--- config.mk ---
export PLATFORM = sky130hd
export DESIGN_NAME = lcd_spi_sink
export DESIGN_NICKNAME = d
export VERILOG_FILES = /design/src/rtl/lcd_spi_sink.sv
export SDC_FILE = /design/constraint.sdc
export NUM_CORES = 1
export LEC_CHECK = 0
export CORE_MARGIN = 4
export CORE_UTILIZATION = 30
export DETAILED_ROUTE_END_ITERATION = 10
export SYNTH_ARGS = -nofsm -noshare
export SYNTH_HDL_FRONTEND = slang
export SYNTH_SLANG_ARGS = --single-unit
--- constraint.sdc ---
create_clock -name clk -period 6.2 [get_ports clk]
set_input_delay 1.24 -clock clk [delete_from_list [all_inputs] [get_ports clk]]
set_output_delay 1.24 -clock clk [all_outputs]
set_load 0.03 [all_outputs]
--- src/rtl/lcd_spi_sink.sv ---
// lcd_spi_sink: oversampling receiver for the 4-wire LCD SPI link.
// Decodes the ST7789 command subset and emits addressed RGB565 writes.
module lcd_spi_sink #(
   parameter int SYNC_STAGES = 2,
   parameter int COORD_W     = 9,
   parameter int DEF_XE      = 239,
   parameter int DEF_YE      = 319
) (
   input  logic               clk,
   input  logic               resetn,
   input  logic               lcd_resetn,
   input  logic               lcd_clk,
   input  logic               lcd_cs,
   input  logic               lcd_rs,
   input  logic               lcd_data,
   output logic               pix_we,
   output logic [COORD_W-1:0] pix_x,
   output logic [COORD_W-1:0] pix_y,
   output logic [15:0]        pix_data,
   output logic               frame_done,
   output logic               cmd_strobe,
   output logic [7:0]         cmd_code,
   output logic               sleep_out,
   output logic               disp_on,
   output logic [7:0]         madctl,
   output logic [7:0]         colmod
);

   localparam logic [7:0] C_SWRESET = 8'h01;
   localparam logic [7:0] C_SLPIN   = 8'h10;
   localparam logic [7:0] C_SLPOUT  = 8'h11;
   localparam logic [7:0] C_DISPOFF = 8'h28;
   localparam logic [7:0] C_DISPON  = 8'h29;
   localparam logic [7:0] C_CASET   = 8'h2A;
   localparam logic [7:0] C_RASET   = 8'h2B;
   localparam logic [7:0] C_RAMWR   = 8'h2C;
   localparam logic [7:0] C_MADCTL  = 8'h36;
   localparam logic [7:0] C_COLMOD  = 8'h3A;

   localparam logic [COORD_W-1:0] XE0 = COORD_W'(DEF_XE);
   localparam logic [COORD_W-1:0] YE0 = COORD_W'(DEF_YE);
   localparam logic [COORD_W-1:0] ONE = COORD_W'(1);

   typedef enum logic [1:0] {
      S_IDLE,
      S_PARAM,
      S_RAMWR
   } state_t;

   logic [SYNC_STAGES-1:0] clk_sr;
   logic [SYNC_STAGES-1:0] cs_sr;
   logic [SYNC_STAGES-1:0] rs_sr;
   logic [SYNC_STAGES-1:0] dat_sr;
   logic [SYNC_STAGES-1:0] rst_sr;
   logic                   clk_q;

   logic       s_clk;
   logic       s_cs;
   logic       s_rs;
   logic       s_dat;
   logic       s_rstn;
   logic       swrst;
   logic       lreset;
   logic       rise;

   logic [2:0] bitcnt;
   logic [6:0] shreg;
   logic       byte_ok;
   logic [7:0] byte_val;
   logic       byte_dc;

   state_t       state;
   logic [7:0]   pcmd;
   logic [2:0]   pidx;
   logic [23:0]  pbuf;
   logic [15:0]  st16;
   logic [15:0]  en16;
   logic [7:0]   hi;
   logic         hi_ok;
   logic [COORD_W-1:0] xs;
   logic [COORD_W-1:0] xe;
   logic [COORD_W-1:0] ys;
   logic [COORD_W-1:0] ye;
   logic [COORD_W-1:0] x;
   logic [COORD_W-1:0] y;

   assign s_clk  = clk_sr[SYNC_STAGES-1];
   assign s_cs   = cs_sr[SYNC_STAGES-1];
   assign s_rs   = rs_sr[SYNC_STAGES-1];
   assign s_dat  = dat_sr[SYNC_STAGES-1];
   assign s_rstn = rst_sr[SYNC_STAGES-1];

   // panel reset from the controller, or the cycle after SWRESET
   assign lreset = ~s_rstn | swrst;
   assign rise   = s_clk & ~clk_q & ~s_cs;

   assign byte_ok  = rise & ~lreset & (bitcnt == 3'd7);
   assign byte_val = {shreg, s_dat};
   assign byte_dc  = s_rs;

   assign st16 = pbuf[23:8];
   assign en16 = {pbuf[7:0], byte_val};

   // bring the asynchronous link lines into the clk domain
   always_ff @(posedge clk or negedge resetn) begin
      if (!resetn) begin
         clk_sr <= '0;
         cs_sr  <= '1;
         rs_sr  <= '0;
         dat_sr <= '0;
         rst_sr <= '0;
         clk_q  <= 1'b0;
      end else begin
         clk_sr <= {clk_sr[SYNC_STAGES-2:0], lcd_clk};
         cs_sr  <= {cs_sr[SYNC_STAGES-2:0], lcd_cs};
         rs_sr  <= {rs_sr[SYNC_STAGES-2:0], lcd_rs};
         dat_sr <= {dat_sr[SYNC_STAGES-2:0], lcd_data};
         rst_sr <= {rst_sr[SYNC_STAGES-2:0], lcd_resetn};
         clk_q  <= s_clk;
      end
   end

   // shift MOSI on each sampled rising SCLK; CS high drops a partial byte
   always_ff @(posedge clk or negedge resetn) begin
      if (!resetn) begin
         bitcnt <= 3'd0;
         shreg  <= 7'd0;
      end else if (lreset || s_cs) begin
         bitcnt <= 3'd0;
      end else if (rise) begin
         shreg  <= {shreg[5:0], s_dat};
         bitcnt <= bitcnt + 3'd1;
      end
   end

   // command decoder, window registers and pixel addressing
   always_ff @(posedge clk or negedge resetn) begin
      if (!resetn) begin
         state      <= S_IDLE;
         pcmd       <= 8'h00;
         pidx       <= 3'd0;
         pbuf       <= 24'd0;
         hi         <= 8'h00;
         hi_ok      <= 1'b0;
         xs         <= '0;
         xe         <= XE0;
         ys         <= '0;
         ye         <= YE0;
         x          <= '0;
         y          <= '0;
         swrst      <= 1'b0;
         pix_we     <= 1'b0;
         pix_x      <= '0;
         pix_y      <= '0;
         pix_data   <= 16'h0000;
         frame_done <= 1'b0;
         cmd_strobe <= 1'b0;
         cmd_code   <= 8'h00;
         sleep_out  <= 1'b0;
         disp_on    <= 1'b0;
         madctl     <= 8'h00;
         colmod     <= 8'h00;
      end else if (lreset) begin
         state      <= S_IDLE;
         pcmd       <= 8'h00;
         pidx       <= 3'd0;
         pbuf       <= 24'd0;
         hi         <= 8'h00;
         hi_ok      <= 1'b0;
         xs         <= '0;
         xe         <= XE0;
         ys         <= '0;
         ye         <= YE0;
         x          <= '0;
         y          <= '0;
         swrst      <= 1'b0;
         pix_we     <= 1'b0;
         pix_x      <= '0;
         pix_y      <= '0;
         pix_data   <= 16'h0000;
         frame_done <= 1'b0;
         cmd_strobe <= 1'b0;
         cmd_code   <= 8'h00;
         sleep_out  <= 1'b0;
         disp_on    <= 1'b0;
         madctl     <= 8'h00;
         colmod     <= 8'h00;
      end else begin
         pix_we     <= 1'b0;
         frame_done <= 1'b0;
         cmd_strobe <= 1'b0;
         swrst      <= 1'b0;
         if (byte_ok && !byte_dc) begin
            cmd_strobe <= 1'b1;
            cmd_code   <= byte_val;
            pcmd       <= byte_val;
            pidx       <= 3'd0;
            hi_ok      <= 1'b0;
            state      <= S_IDLE;
            case (byte_val)
               C_CASET, C_RASET, C_MADCTL, C_COLMOD:
                  state <= S_PARAM;
               C_RAMWR: begin
                  state <= S_RAMWR;
                  x     <= xs;
                  y     <= ys;
               end
               C_SLPOUT:  sleep_out <= 1'b1;
               C_SLPIN:   sleep_out <= 1'b0;
               C_DISPON:  disp_on   <= 1'b1;
               C_DISPOFF: disp_on   <= 1'b0;
               C_SWRESET: swrst     <= 1'b1;
               default: ;
            endcase
         end else if (byte_ok) begin
            case (state)
               S_PARAM: begin
                  pbuf <= {pbuf[15:0], byte_val};
                  if (pidx != 3'd4)
                     pidx <= pidx + 3'd1;
                  if (pidx == 3'd0 && pcmd == C_MADCTL)
                     madctl <= byte_val;
                  if (pidx == 3'd0 && pcmd == C_COLMOD)
                     colmod <= byte_val;
                  if (pidx == 3'd3 && pcmd == C_CASET) begin
                     xs <= st16[COORD_W-1:0];
                     xe <= en16[COORD_W-1:0];
                  end
                  if (pidx == 3'd3 && pcmd == C_RASET) begin
                     ys <= st16[COORD_W-1:0];
                     ye <= en16[COORD_W-1:0];
                  end
               end
               S_RAMWR: begin
                  if (!hi_ok) begin
                     hi    <= byte_val;
                     hi_ok <= 1'b1;
                  end else begin
                     hi_ok      <= 1'b0;
                     pix_we     <= 1'b1;
                     pix_data   <= {hi, byte_val};
                     pix_x      <= x;
                     pix_y      <= y;
                     frame_done <= (x == xe) && (y == ye);
                     if (x == xe) begin
                        x <= xs;
                        y <= (y == ye) ? ys : y + ONE;
                     end else begin
                        x <= x + ONE;
                     end
                  end
               end
               default: ;
            endcase
         end
      end
   end

endmodule

# Word-level counts from Yosys, hierarchy flattened
# Cells that the tools add are included.
[totals] memories=0 elab_cells=218 input_bits=7 reg_bits=170 rom_bits=0 output_inout_bits=63 mem_bits_rw=0 latch_bits=0
[classes] bitwise=10 magnitude_cmp=0 addsub=4 shift=0 muxes=107 multipliers=0 n_eq_ne=24 reduce_logical=42 div=0
[ops] operator="$mux 9" n=45
[ops] operator="$mux 8" n=17
[ops] operator="$eq 8x6->1 const B" n=11
[ops] operator="$mux 16" n=5
[ops] operator="$mux 17" n=4
[ops] operator="$reduce_and 4->1" n=7
[ops] operator="$mux 1" n=24
[ops] operator="$reduce_bool 3->1" n=8
[ops] operator="$mux 3" n=7
[ops] operator="$reduce_bool 2->1" n=10
[ops] operator="$add 9x1->9 const B" n=2
[ops] operator="$eq 9x9->1" n=2
[ops] operator="$eq 8x5->1 const B" n=2
[ops] operator="$eq 8x1->1 const B" n=1
[ops] operator="$reduce_and 2->1" n=4
[ops] operator="$add 3x1->3 const B" n=2
[ops] operator="$logic_and 1x1->1" n=6
[ops] operator="$reduce_and 3->1" n=2
[ops] operator="$not 1->1" n=5
[ops] operator="$reduce_and 5->1" n=1
[ops] operator="$and 1x1->1" n=4
[ops] operator="$mux 2" n=2
[ops] operator="$ne 2x2->1 const B" n=2
[ops] operator="$pmux 1 s2" n=2
[ops] operator="other kinds (12)" n=12

# Longest topological paths before layout
# Gate-level depths: netlist of the first run.
[depth] word_depth=8 depth_mapped=10 depth_no_buf=8

# Least setup slack after synthesis of the first run
# No wires, ideal clock.
[synth_path] path_kind="reg2reg" start="reg pcmd[5]" end="reg madctl[0]" path_slack_ns=4.020 path_buffers=0 stages_incl_launch_ff=6 period_less_slack_ns=2.180 arrival_ns=2.055 t_required_ns=6.075 setup_time_ns=0.125 path_cell_list="dfrtp_1 > or3b_4 > nand2b_4 > or3_4 > a21oi_4 > mux2_2"
[synth_between] elab_chain_len=4
[synth_lines] element="start: declaration" line_no="73" rtl="logic [7:0] pcmd;"
[synth_lines] element="start signal: assignment" line_no="196" rtl="pcmd <= byte_val;"
[synth_lines] element="$eq 8x6->1" line_no="221" rtl="if (pidx == 3'd0 && pcmd == C_MADCTL)"
[synth_lines] element="$logic_and 1x1->1" line_no="221"
[synth_lines] element="$reduce_bool 2->1 (no line)"
[synth_lines] element="$reduce_and 4->1 (no line)"
[synth_lines] element="end signal: assignment" line_no="222" rtl="madctl <= byte_val;"
[synth_lines] element="end: declaration" line_no="25" rtl="output logic [7:0] madctl,"
# No other way between the ends.
# A chain may end at the register's enable or synchronous reset.

==> key figures, run 1 <==
Cells and area
  – Share of cells above drive strength 1: 13.18%
  – Filler instances: 2429
  – Area Growth Syn to Fin: 21.85%
  – Nets: 752
  – Multi-input gate area: between 0.002 and 0.003 sq mm
  – Fin util: 36.95%
  – N_diodes: 0
  – Total area of sequential cells: 0.004274 sq mm

CTS
  – CTS clk-pin slew, worst paths: 70 ps
  – Post-CTS setup buffers: 0
  – CTS resizes: 0
  – CTS tree: done
  – Clock Path Buffers: 2
  – CTS Buf Count: 17
  – Hold Buf Count CTS: 0
  – Clock Tree Root: clkbuf_16
  – Sink Count: 170
  – Worst skew pair latency: 430 ps
  – Max H-tree Level: 4

Placed design
  – Post-detail-place hpwl: about 12000 um
  – IO buf count: 69
  – Final RePlAce weighted congestion: 0.7824

Floorplan
  – Initial Util: around 30%
  – Standard-cell rows: 57
  – Die ar.: 0.02708 sq mm
  – Area of the core: approximately 0.024 sq mm
  – Die Ht: 164.6 um
  – Die W: around 160 um
  – Ports: 70

Logic synthesis
  – Largest area contributor in the netlist: dfrtp_1
  – Top-count cell post-synth: dfrtp_1
  – Sequential share of the synthesized area: 58.12%
  – Top FF cell, synth: dfrtp_1
  – Syn_area_per_cell: about 11 sq um
  – Synth Register Bits: 170
  – Cell Area, Synth: 0.007353 sq mm
  – Syn Inst Count: ~680
  – Fraction of registers with async set or reset after synthesis: 100.0%
  – Synth top area share: 52.41%
  – Post-synth top cells: dfrtp_1, nand2_1, o21ai_0
  – Synth unique cells: 54
  – Post-Syn Nets: 697
  – Synth warnings: 0
  – Number of synthesized flops with an enable pin: 0
  – Synth top area cells: dfrtp_1, nand2_1, dfstp_2, o21ai_0, a22o_1

Route
  – DRC Markers: 0
  – WL/cell: 16.11 um
  – Via/cell ratio: around 4.7
  – Initial drt markers: 344
  – First-pass DRT Iterations: 4
  – Post-DRT Antenna Nets: 0
  – Vias: 5082
  – Post-Route WL: between 15000 and 20000 um

Setup path
  – Crit path kind: register to output pin
  – Path depth of the worst reg2reg path: 8
  – Critical-path cell list: clkdlybuf4s50_1
  – WP buf/inv: 1
  – CP Max Fanout: 6
  – Worst EP required: roughly 5000 ps
  – CP delay by family, top: buffers and inverters
  – CP startpoint kind: register
  – CP peak stage delay: 730 ps
  – Critical Path Sink Type: output pin
  – Critical Path AT: 1630 ps
  – Slowest stage cell, crit path: clkdlybuf4s50_1
  – Critical Path Stages: 1

Timing
  – Fin. Hold Viols: 0
  – F_max: roughly 350 MHz
  – Worst Skew: 11.53 ps
  – Final TNS setup: 0 ps
  – RSZ-0062 raised after global routing: false
  – Slew Limit Fails: 0
  – Period utilisation layout: 46.37%
  – Slew @ Worst Pin: 1147 ps
  – # setup viols final: 0
  – Slew headroom: roughly a quarter
  – Crit path time final: 2875 ps
  – Worst hold slack: 349.1 ps

Pwr
  – Switching Share: about a quarter
  – Int Power: slightly below 2000 uW
  – Clock share of power: 41.4%
  – P_leak: roughly 0.0039 uW
  – Power, Total: 2676 uW
  – Comb pwr share: 10.6%
  – PwrDens: between 200 and 300 mW/mm^2
  – Psw: 687.8 uW
  – Seq pwr share: 48.0%
  – VDD IR max: 0.1875 mV

GRT
  – Gr ovfl total: 0
  – Total GRT Usage: 13.40%
  – Number of global-route vias before repair: 5157
  – Largest net degree at the start of global routing: just under 70
  – Initial antenna violation count: 0
  – First-pass GRT wire length: 28410 um

Worst hold path
  – HP Class: register to register
  – Hold Path Stages: 0

Run status
  – Status: complete, no violations

Job
  – Max Cap Viol: 0
[cell usage in the layout (no fill, tap or decap), drive strengths merged, types with 16 or more instances in the layout]
master,instances
o21ai,82
clkbuf,22
mux2i,17
nor2,24
inv,17
dfstp,16
clkdlybuf4s50,68
dfrtp,154
mux2,21
a21oi,22
nand2,127
a22o,28
[routing by layer]
metal,vias up,global-route usage [%],wire length (um)
met5,-,0,0
met4,0,3.856,250
met3,17,3.095,648
met2,116,20.57,8058
met1,2472,19.00,8359
li1,2477,-,-
[cell type report]
cell class / instances / share of cell area, %
inverters: 15 / 0.6284
clock inverters: 10 / 1.536
flip-flops and latches: 170 / 47.70
well taps: 324 / 4.525
clock buffers: 22 / 5.404
multi-input cells: 457 / 31.81
repair buffers: 77 / 8.393
[worst paths after layout]
path / slack [ps] / end / start
hold / removal: 350 / rst_sr[1]$_DFF_PN0_ / rst_sr[0]$_DFF_PN0_
setup reg to reg: 3430 / y[3]$_DFFE_PN0P_ / bitcnt[0]$_DFFE_PN0P_
setup / recovery: 3330 / cmd_code[0] / pcmd[0]$_DFFE_PN0P_
max in group asynchronous: 4180 / xs[3]$_DFFE_PN0P_ / resetn
min in group asynchronous: 800 / pix_y[4]$_DFFE_PN0P_ / resetn
hold reg to reg: 350 / rst_sr[1]$_DFF_PN0_ / rst_sr[0]$_DFF_PN0_
[cells by family (layout without fill, tap and decap cells)]
logic type                 count (synthesis)  in the layout  synth area share [%]
DFF                                      170            170                 58.12
xor gates and xnor gates                  19             19                 2.263
and+or+nand+nor                          232            232                 15.86
adders and majority gates                  7              7                 1.191
muxes                                     38             38                 5.530
AOI/OAI and AO/OA                        161            161                 13.75
buffers and inverters                     56            124                 3.284
[through the flow]
| stage | worst slack [ps] | cells | cell area (sq um) |
|---|---|---|---|
| final | 3325 | 1075 | 8960 |
| after global routing | 3181 | 1075 | 8960 |
| after CTS | 3318 | 1075 | 8960 |
| after detailed placement | 3482 | 1043 | 8338 |
| after global placement | 3502 | 1043 | 8338 |
| after floorplan | 4020 | 683 | 7353 |
[flip-flops by register name (all words and copies together), names as in the netlist, 7 cells and up]
signal / cells
pbuf: 17
colmod: 8
ye: 9
pix_y: 9
x: 9
ys: 9
xs: 9
y: 9
xe: 9
pix_data: 16
hi: 8
shreg: 7
pcmd: 8
pix_x: 9
madctl: 8
[power by group through the flow]
stage	Sequential, uW	Combinational (uW)	Clock [uW]
floorplan	1290	173	0
global placement	1300	282	0
detailed placement	1300	287	0
CTS	1280	289	1130
global route	1300	315	1180
finish	1280	283	1110
Note: power is estimated with default switching activity, not from simulation.
==> inputs of run 2 (changes only) <==
==> constraint.sdc (replaced) <==
create_clock -name clk -period 2.34 [get_ports clk]
set_input_delay 0.468 -clock clk [delete_from_list [all_inputs] [get_ports clk]]
set_output_delay 0.468 -clock clk [all_outputs]
set_load 0.03 [all_outputs]
==> run 2 against run 1 <==
Clock power grew to 2.7 times the previous value. First-iteration DRC count is 30% higher. Cell count is 2.4% higher. Non-clock buffer count is 26 higher. Sequential power grew to 2.6 times the previous value. Combinational power grew to 3.3 times the previous value. Via count is 3.7% higher. Utilization is 0.95 points higher. Clock skew is 2.2 ps higher. Power grew to 2.7 times the previous value. Setup slack worse by 3200 ps. Largest cell class unchanged. Largest power group unchanged.
==> key figures, run 2 (synthesized netlist as in run 1, its figures left out) <==
CTS
  – CTS resizes: 0 (unchanged)
  – Clock Tree Root: clkbuf_16
  – Hold Buf Count CTS: 1 (+1)
  – CTS clk-pin slew, worst paths: 70 ps (about the same)
  – Worst skew pair latency: 430 ps (about the same)
  – Post-CTS setup buffers: 0 (unchanged)
  – Clock Path Buffers: 2 (unchanged)
  – CTS Buf Count: 17 (unchanged)
  – CTS tree: done
  – Sink Count: 170 (unchanged)
  – Max H-tree Level: 4 (unchanged)

Setup path
  – Critical-path cell list: ha_1 -> ha_1 -> and4bb_2 -> nand2_1 -> nor2_2 -> and4b_1 -> a21oi_1 -> o22ai_1
  – Worst EP required: 2680 ps (-2280 ps)
  – Critical Path Stages: 8 (+7)
  – Critical Path AT: 2520 ps (+890 ps)
  – Crit path kind: register to register
  – Path depth of the worst reg2reg path: 8 (unchanged)
  – Slowest stage cell, crit path: and4b_1
  – CP peak stage delay: 420 ps (-310 ps)
  – CP delay by family, top: simple AND/OR/NAND/NOR gates
  – Critical Path Sink Type: register
  – Most used cell along the critical path: ha_1
  – WP buf/inv: 0 (-1)
  – CP startpoint kind: register
  – CP Max Fanout: 7 (+1)

Floorplan
  – Die W: 164.6 um (unchanged)
  – Ports: 70 (unchanged)
  – Die Ht: 164.6 um (unchanged)
  – Die ar.: 0.02708 sq mm (unchanged)
  – Initial Util: 30.33% (unchanged)
  – Area of the core: 0.02425 sq mm (unchanged)
  – Standard-cell rows: 57 (unchanged)

Placed design
  – Post-detail-place hpwl: 12350 um (+5.4%)
  – IO buf count: 69 (unchanged)
  – Final RePlAce weighted congestion: 0.8090 (+3.4%)

GRT
  – Gr busiest metal: met2
  – Grt met1 use: 19.39% (+0.39 points)
  – Total GRT Usage: 13.52% (+0.12 points)
  – Gr ovfl total: 0 (unchanged)
  – Met3 global-route usage: 2.720% (-0.37 points)
  – First-pass GRT wire length: 28620 um (+0.75%)
  – Number of global-route vias before repair: 5179 (+0.43%)
  – Routing usage on met2: 20.89% (+0.32 points)
  – Largest net degree at the start of global routing: 52 (-24%)
  – Initial antenna violation count: 0 (unchanged)

Pwr
  – PwrDens: 781.6 mW/mm^2 (+160%)
  – VDD IR max: 0.4097 mV (+120%)
  – P_leak: 0.004049 uW (+3.4%)

Cells and area
  – N_diodes: 0 (unchanged)
  – Area Growth Syn to Fin: 25.00%
  – Max reg flops: 17 (unchanged)
  – Filler instances: 2399 (-1.2%)
  – Total area of sequential cells: 0.004274 sq mm (unchanged)
  – Commonest non-fill, non-tap cell in the layout: dfrtp_1
  – Commonest cells after routing, fill and taps aside: dfrtp_1, nand2_1, o21ai_0, clkdlybuf4s50_1, buf_4
  – Largest registers: pbuf (17), pix_data (16)
  – Most flop-heavy register: pbuf
  – Nets: 778 (+3.5%)
  – Fin util: 37.91% (+0.95 points)
  – Multi-input gate area: 0.002850 sq mm (unchanged)
  – Share of cells above drive strength 1: 16.09% (+2.9 points)

Timing
  – F_max: 458.8 MHz
  – Final TNS setup: 0 ps (unchanged)
  – Slew headroom: 61.21% (+38 points)
  – Slew Limit Fails: 0 (unchanged)
  – Worst hold slack: 349.6 ps (+0.5570 ps)
  – Crit path time final: approximately 2200 ps
  – Slew @ Worst Pin: 581.8 ps (-565.2 ps)
  – Fin. Hold Viols: 0 (unchanged)
  – Worst Skew: 13.74 ps (+2.213 ps)
  – RSZ-0062 raised after global routing: false
  – Period utilisation layout: 93.14%
  – # setup viols final: 0 (unchanged)

Route
  – Initial drt markers: 447 (+30%)
  – Vias: 5269 (+3.7%)
  – Post-Route WL: 17590 um (+1.6%)
  – DRC Markers: 0 (unchanged)
  – First-pass DRT Iterations: 5 (+1)
  – Post-DRT Antenna Nets: 0 (unchanged)
  – Via/cell ratio: 4.786 (+1.2%)
  – WL/cell: 15.98 um (-0.81%)

Worst hold path
  – HP Class: register to register
  – Hold Path Stages: 0 (unchanged)

Run status
  – Status: complete, no violations

Job
  – Max Cap Viol: 0 (unchanged)
-- run 2: routing by layer --
| layer | wire length (um) | vias to the layer above |
|---|---|---|
| li1 | - | 2542 |
| met1 | 8447 | 2598 |
| met2 | 8245 | 114 |
| met3 | 731 | 15 |
| met4 | 167 | 0 |
| met5 | 0 | - |
-- run 2: layout make-up --
cell class	instances	share of cell area [%]
Tap cell	324	4.411
Clock buffer	19	4.928
Clock inverter	13	1.797
Inverter	15	0.6126
Sequential cell	170	46.50
Timing Repair Buffer	103	10.74
Multi-Input combinational cell	457	31.01
-- run 2: through the flow --
stage          total power (uW)  std cells  setup WS (ps)  instance area, sq um
3_3_place_gp               4276       1068          233.8                  8563
2_1_floorplan              3880        683          160.0                  7353
6_report                   7184       1101          160.5                  9191
3_5_place_dp               4290       1068          184.6                  8563
5_1_grt                    7481       1101          6.782                  9191
4_1_cts                    7268       1101          154.0                  9191
-- run 2: final timing paths --
path                                            start              endpoint  slack (ps)
worst max register to register  bitcnt[0]$_DFFE_PN0P_      y[8]$_DFFE_PN0P_         160
min in group asynchronous                      resetn  pix_y[4]$_DFFE_PN0P_         540
max in group asynchronous                      resetn   pbuf[4]$_DFFE_PN0P_        1050
worst max-delay path            bitcnt[0]$_DFFE_PN0P_      y[8]$_DFFE_PN0P_         160
worst min register to register    rst_sr[0]$_DFF_PN0_   rst_sr[1]$_DFF_PN0_         350
worst min-delay path              rst_sr[0]$_DFF_PN0_   rst_sr[1]$_DFF_PN0_         350
-- run 2: power by group --
group / leakage, uW / switching, uW / internal (uW) / total [uW]
clock network: 0.000298 / 1210 / 1750 / 2950
registers: 0.00227 / 140 / 3170 / 3310
logic: 0.00148 / 556 / 366 / 922
==> inputs of run 3 (changes only) <==
--- a/config.mk
+++ b/config.mk
@@ -5,9 +5,9 @@
 export SDC_FILE = /design/constraint.sdc
 export NUM_CORES = 1
 export LEC_CHECK = 0
-export CORE_MARGIN = 4
 export CORE_UTILIZATION = 30
 export DETAILED_ROUTE_END_ITERATION = 10
+export HOLD_SLACK_MARGIN = 0.1
 export SYNTH_ARGS = -nofsm -noshare
 export SYNTH_HDL_FRONTEND = slang
 export SYNTH_SLANG_ARGS = --single-unit
==> run 3 against run 2 <==
Setup slack better by 7.7 ps. Power down 1.7%. Flip-flop and latch count did not move. Via count shrank 1.3%. Die area shrank 7.2%. Clock power fell by 4%. Largest power group unchanged. Clock skew fell by 1.3 ps. Cell count down 0.18%. Critical endpoint is now y[2]$_DFFE_PN0P_. Critical path type unchanged. Critical path depth unchanged. Maximum frequency is 0.35% higher.
==> key figures, run 3 (synthesized netlist as in run 1, its figures left out) <==
Run status
  – Status: complete, no violations

Route
  – Initial drt markers: 437 (-2.2%)
  – Post-DRT Antenna Nets: 0 (unchanged)
  – WL/cell: 15.71 um (-1.7%)
  – DRC Markers: 0 (unchanged)
  – First-pass DRT Iterations: 5 (unchanged)
  – Post-Route WL: 17260 um (-1.9%)
  – Vias: 5198 (-1.3%)
  – Via/cell ratio: 4.730 (-1.2%)

Setup path
  – Worst reg2reg setup slack: 170 ps (about the same)
  – Worst r2r src: bitcnt[0]$_DFFE_PN0P_
  – Worst R2R End: y[2]$_DFFE_PN0P_
  – Critical Path AT: 2520 ps (about the same)
  – Path depth of the worst reg2reg path: 8 (unchanged)
  – Worst EP required: 2680 ps (about the same)
  – Crit path kind: register to register
  – CP Max Fanout: 7 (unchanged)
  – CP startpoint kind: register
  – Critical Path Sink Type: register

Pwr
  – Psw: 1923 uW (+0.98%)
  – Int Power: 5142 uW (-2.6%)
  – P_leak: 0.004057 uW (+0.20%)
  – Clock share of power: 40.2% (-0.9 points)
  – VDD IR max: 0.4586 mV (+12%)
  – PwrDens: 768.4 mW/mm^2 (-1.7%)
  – Comb pwr share: 13.1% (+0.3 points)
  – Switching Share: 27.22% (+0.71 points)
  – Seq pwr share: 46.7% (+0.7 points)

Timing
  – Slew Limit Fails: 0 (unchanged)
  – Slew headroom: 64.78% (+3.6 points)
  – Fin. Hold Viols: 0 (unchanged)
  – Final TNS setup: 0 ps (unchanged)
  – Period utilisation layout: 92.81% (-0.33 points)
  – F_max: 460.4 MHz (+0.35%)
  – # setup viols final: 0 (unchanged)
  – Setup ws final: 168.2 ps (+7.686 ps)
  – RSZ-0062 raised after global routing: false
  – Worst Skew: 12.48 ps (-1.266 ps)
  – Slew @ Worst Pin: 528.2 ps (-53.57 ps)
  – Crit path time final: 2172 ps (-7.686 ps)

Cells and area
  – N_diodes: 0 (unchanged)
  – Commonest cells after routing, fill and taps aside: dfrtp_1, nand2_1, o21ai_0, clkdlybuf4s50_1, buf_4
  – Largest registers: pbuf (17), pix_data (16)
  – Fin cells: 1099 (-0.18%)
  – Most flop-heavy register: pbuf
  – Area Growth Syn to Fin: 25.05% (about the same)
  – Nets: 781 (+0.39%)
  – Max reg flops: 17 (unchanged)
  – Fin util: 38.71% (+0.81 points)
  – Commonest non-fill, non-tap cell in the layout: dfrtp_1
  – Share of cells above drive strength 1: 16.28% (+0.19 points)

Placed design
  – Post-Place Worst Slack: 178.4 ps (-6.185 ps)
  – Final RePlAce weighted congestion: 0.7900 (-2.3%)
  – IO buf count: 69 (unchanged)
  – Post-detail-place hpwl: 12230 um (-0.99%)
  – Placed cell count: 1066 (-0.19%)

Job
  – Max Cap Viol: 0 (unchanged)

CTS
  – Post-CTS setup buffers: 0 (unchanged)
  – CTS tree: done
  – CTS Buf Count: 17 (unchanged)
  – Clock Tree Root: clkbuf_16
  – Sink Count: 170 (unchanged)
  – Max H-tree Level: 4 (unchanged)
  – Clock Path Buffers: 2 (unchanged)
  – Hold Buf Count CTS: 1 (unchanged)
  – CTS resizes: 0 (unchanged)
  – CTS clk-pin slew, worst paths: 70 ps (about the same)
  – Worst skew pair latency: 430 ps (about the same)

Floorplan
  – Initial Util: 30.96% (+0.63 points)
  – Ports: 70 (unchanged)
  – Die W: 158.6 um (-3.6%)
  – Area of the core: 0.02375 sq mm (-2.0%)
  – Die ar.: 0.02514 sq mm (-7.2%)
  – Die Ht: 158.6 um (-3.6%)
  – Standard-cell rows: 56 (-1.8%)

GRT
  – Number of global-route vias before repair: 5214 (+0.68%)
  – First-pass GRT wire length: 28590 um (about the same)
  – Initial antenna violation count: 0 (unchanged)
  – Gr ovfl total: 0 (unchanged)
  – Largest net degree at the start of global routing: 53 (+1.9%)
  – Total GRT Usage: 14.97% (+1.5 points)

Worst hold path
  – Startpoint of the worst hold path: dat_sr[0]$_DFF_PN0_
  – HP Class: register to register
  – Hold Crit Endpoint: dat_sr[1]$_DFF_PN0_
  – Hold Path Stages: 0 (unchanged)
==> run 3: critical path, stage by stage, from the launching register on <==
cell,delay (ps)
dfrtp_1,390
ha_1,200
ha_1,190
and4bb_2,270
nand2_1,200
nor2_4,90
and4b_1,470
a21oi_1,120
o22ai_1,150
==> run 3: per-layer routing <==
metal  wire length [um]  vias to the layer above  track usage, %
met4                238                        0           4.716
met1               8463                     2533           21.24
met2               7914                      112           22.72
met5                  0                        -               0
li1                   -                     2538               -
met3                646                       15           3.130
==> run 3: worst max-delay path by stage <==
| stage | end | cells past startpoint | start |
|---|---|---|---|
| 6_report | y[2]$_DFFE_PN0P_ | 8 | bitcnt[0]$_DFFE_PN0P_ |
| 5_1_grt | y[6]$_DFFE_PN0P_ | 8 | bitcnt[0]$_DFFE_PN0P_ |
| 4_1_cts | colmod[4]$_DFFE_PN0P_ | 5 | pcmd[7]$_DFFE_PN0P_ |
| 3_5_place_dp | colmod[4]$_DFFE_PN0P_ | 5 | pcmd[7]$_DFFE_PN0P_ |
| 3_3_place_gp | colmod[0]$_DFFE_PN0P_ | 5 | pcmd[7]$_DFFE_PN0P_ |
| 2_1_floorplan | madctl[0]$_DFFE_PN0P_ | 5 | pcmd[5]$_DFFE_PN0P_ |
==> run 3: power by group through the flow <==
stage / registers, uW / clock network (uW) / logic [uW]
after floorplan: 3420 / 0 / 458
after global placement: 3350 / 0 / 925
after detailed placement: 3360 / 0 / 935
after CTS: 3300 / 2910 / 940
after global routing: 3320 / 3040 / 1020
final: 3300 / 2840 / 923
==> run 3: area by class of cell <==
cell class | count | area (sq um)
clock buffers | 18 | 429.2
clock inverters | 14 | 163.9
fillers | 2336 | 14560
inverters | 15 | 56.30
multi-input cells | 457 | 2850
flip-flops and latches | 170 | 4274
well taps | 319 | 399.1
repair buffers | 106 | 1022
==> run 3: through the flow <==
step | area, sq um | total power (uW) | hold WS (ps)
2_1_floorplan | 7353 | 3880 | 172.4
3_3_place_gp | 8592 | 4277 | 334.9
3_5_place_dp | 8592 | 4291 | 335.6
4_1_cts | 9195 | 7155 | 351.4
5_1_grt | 9195 | 7384 | 359.3
6_report | 9195 | 7065 | 349.1
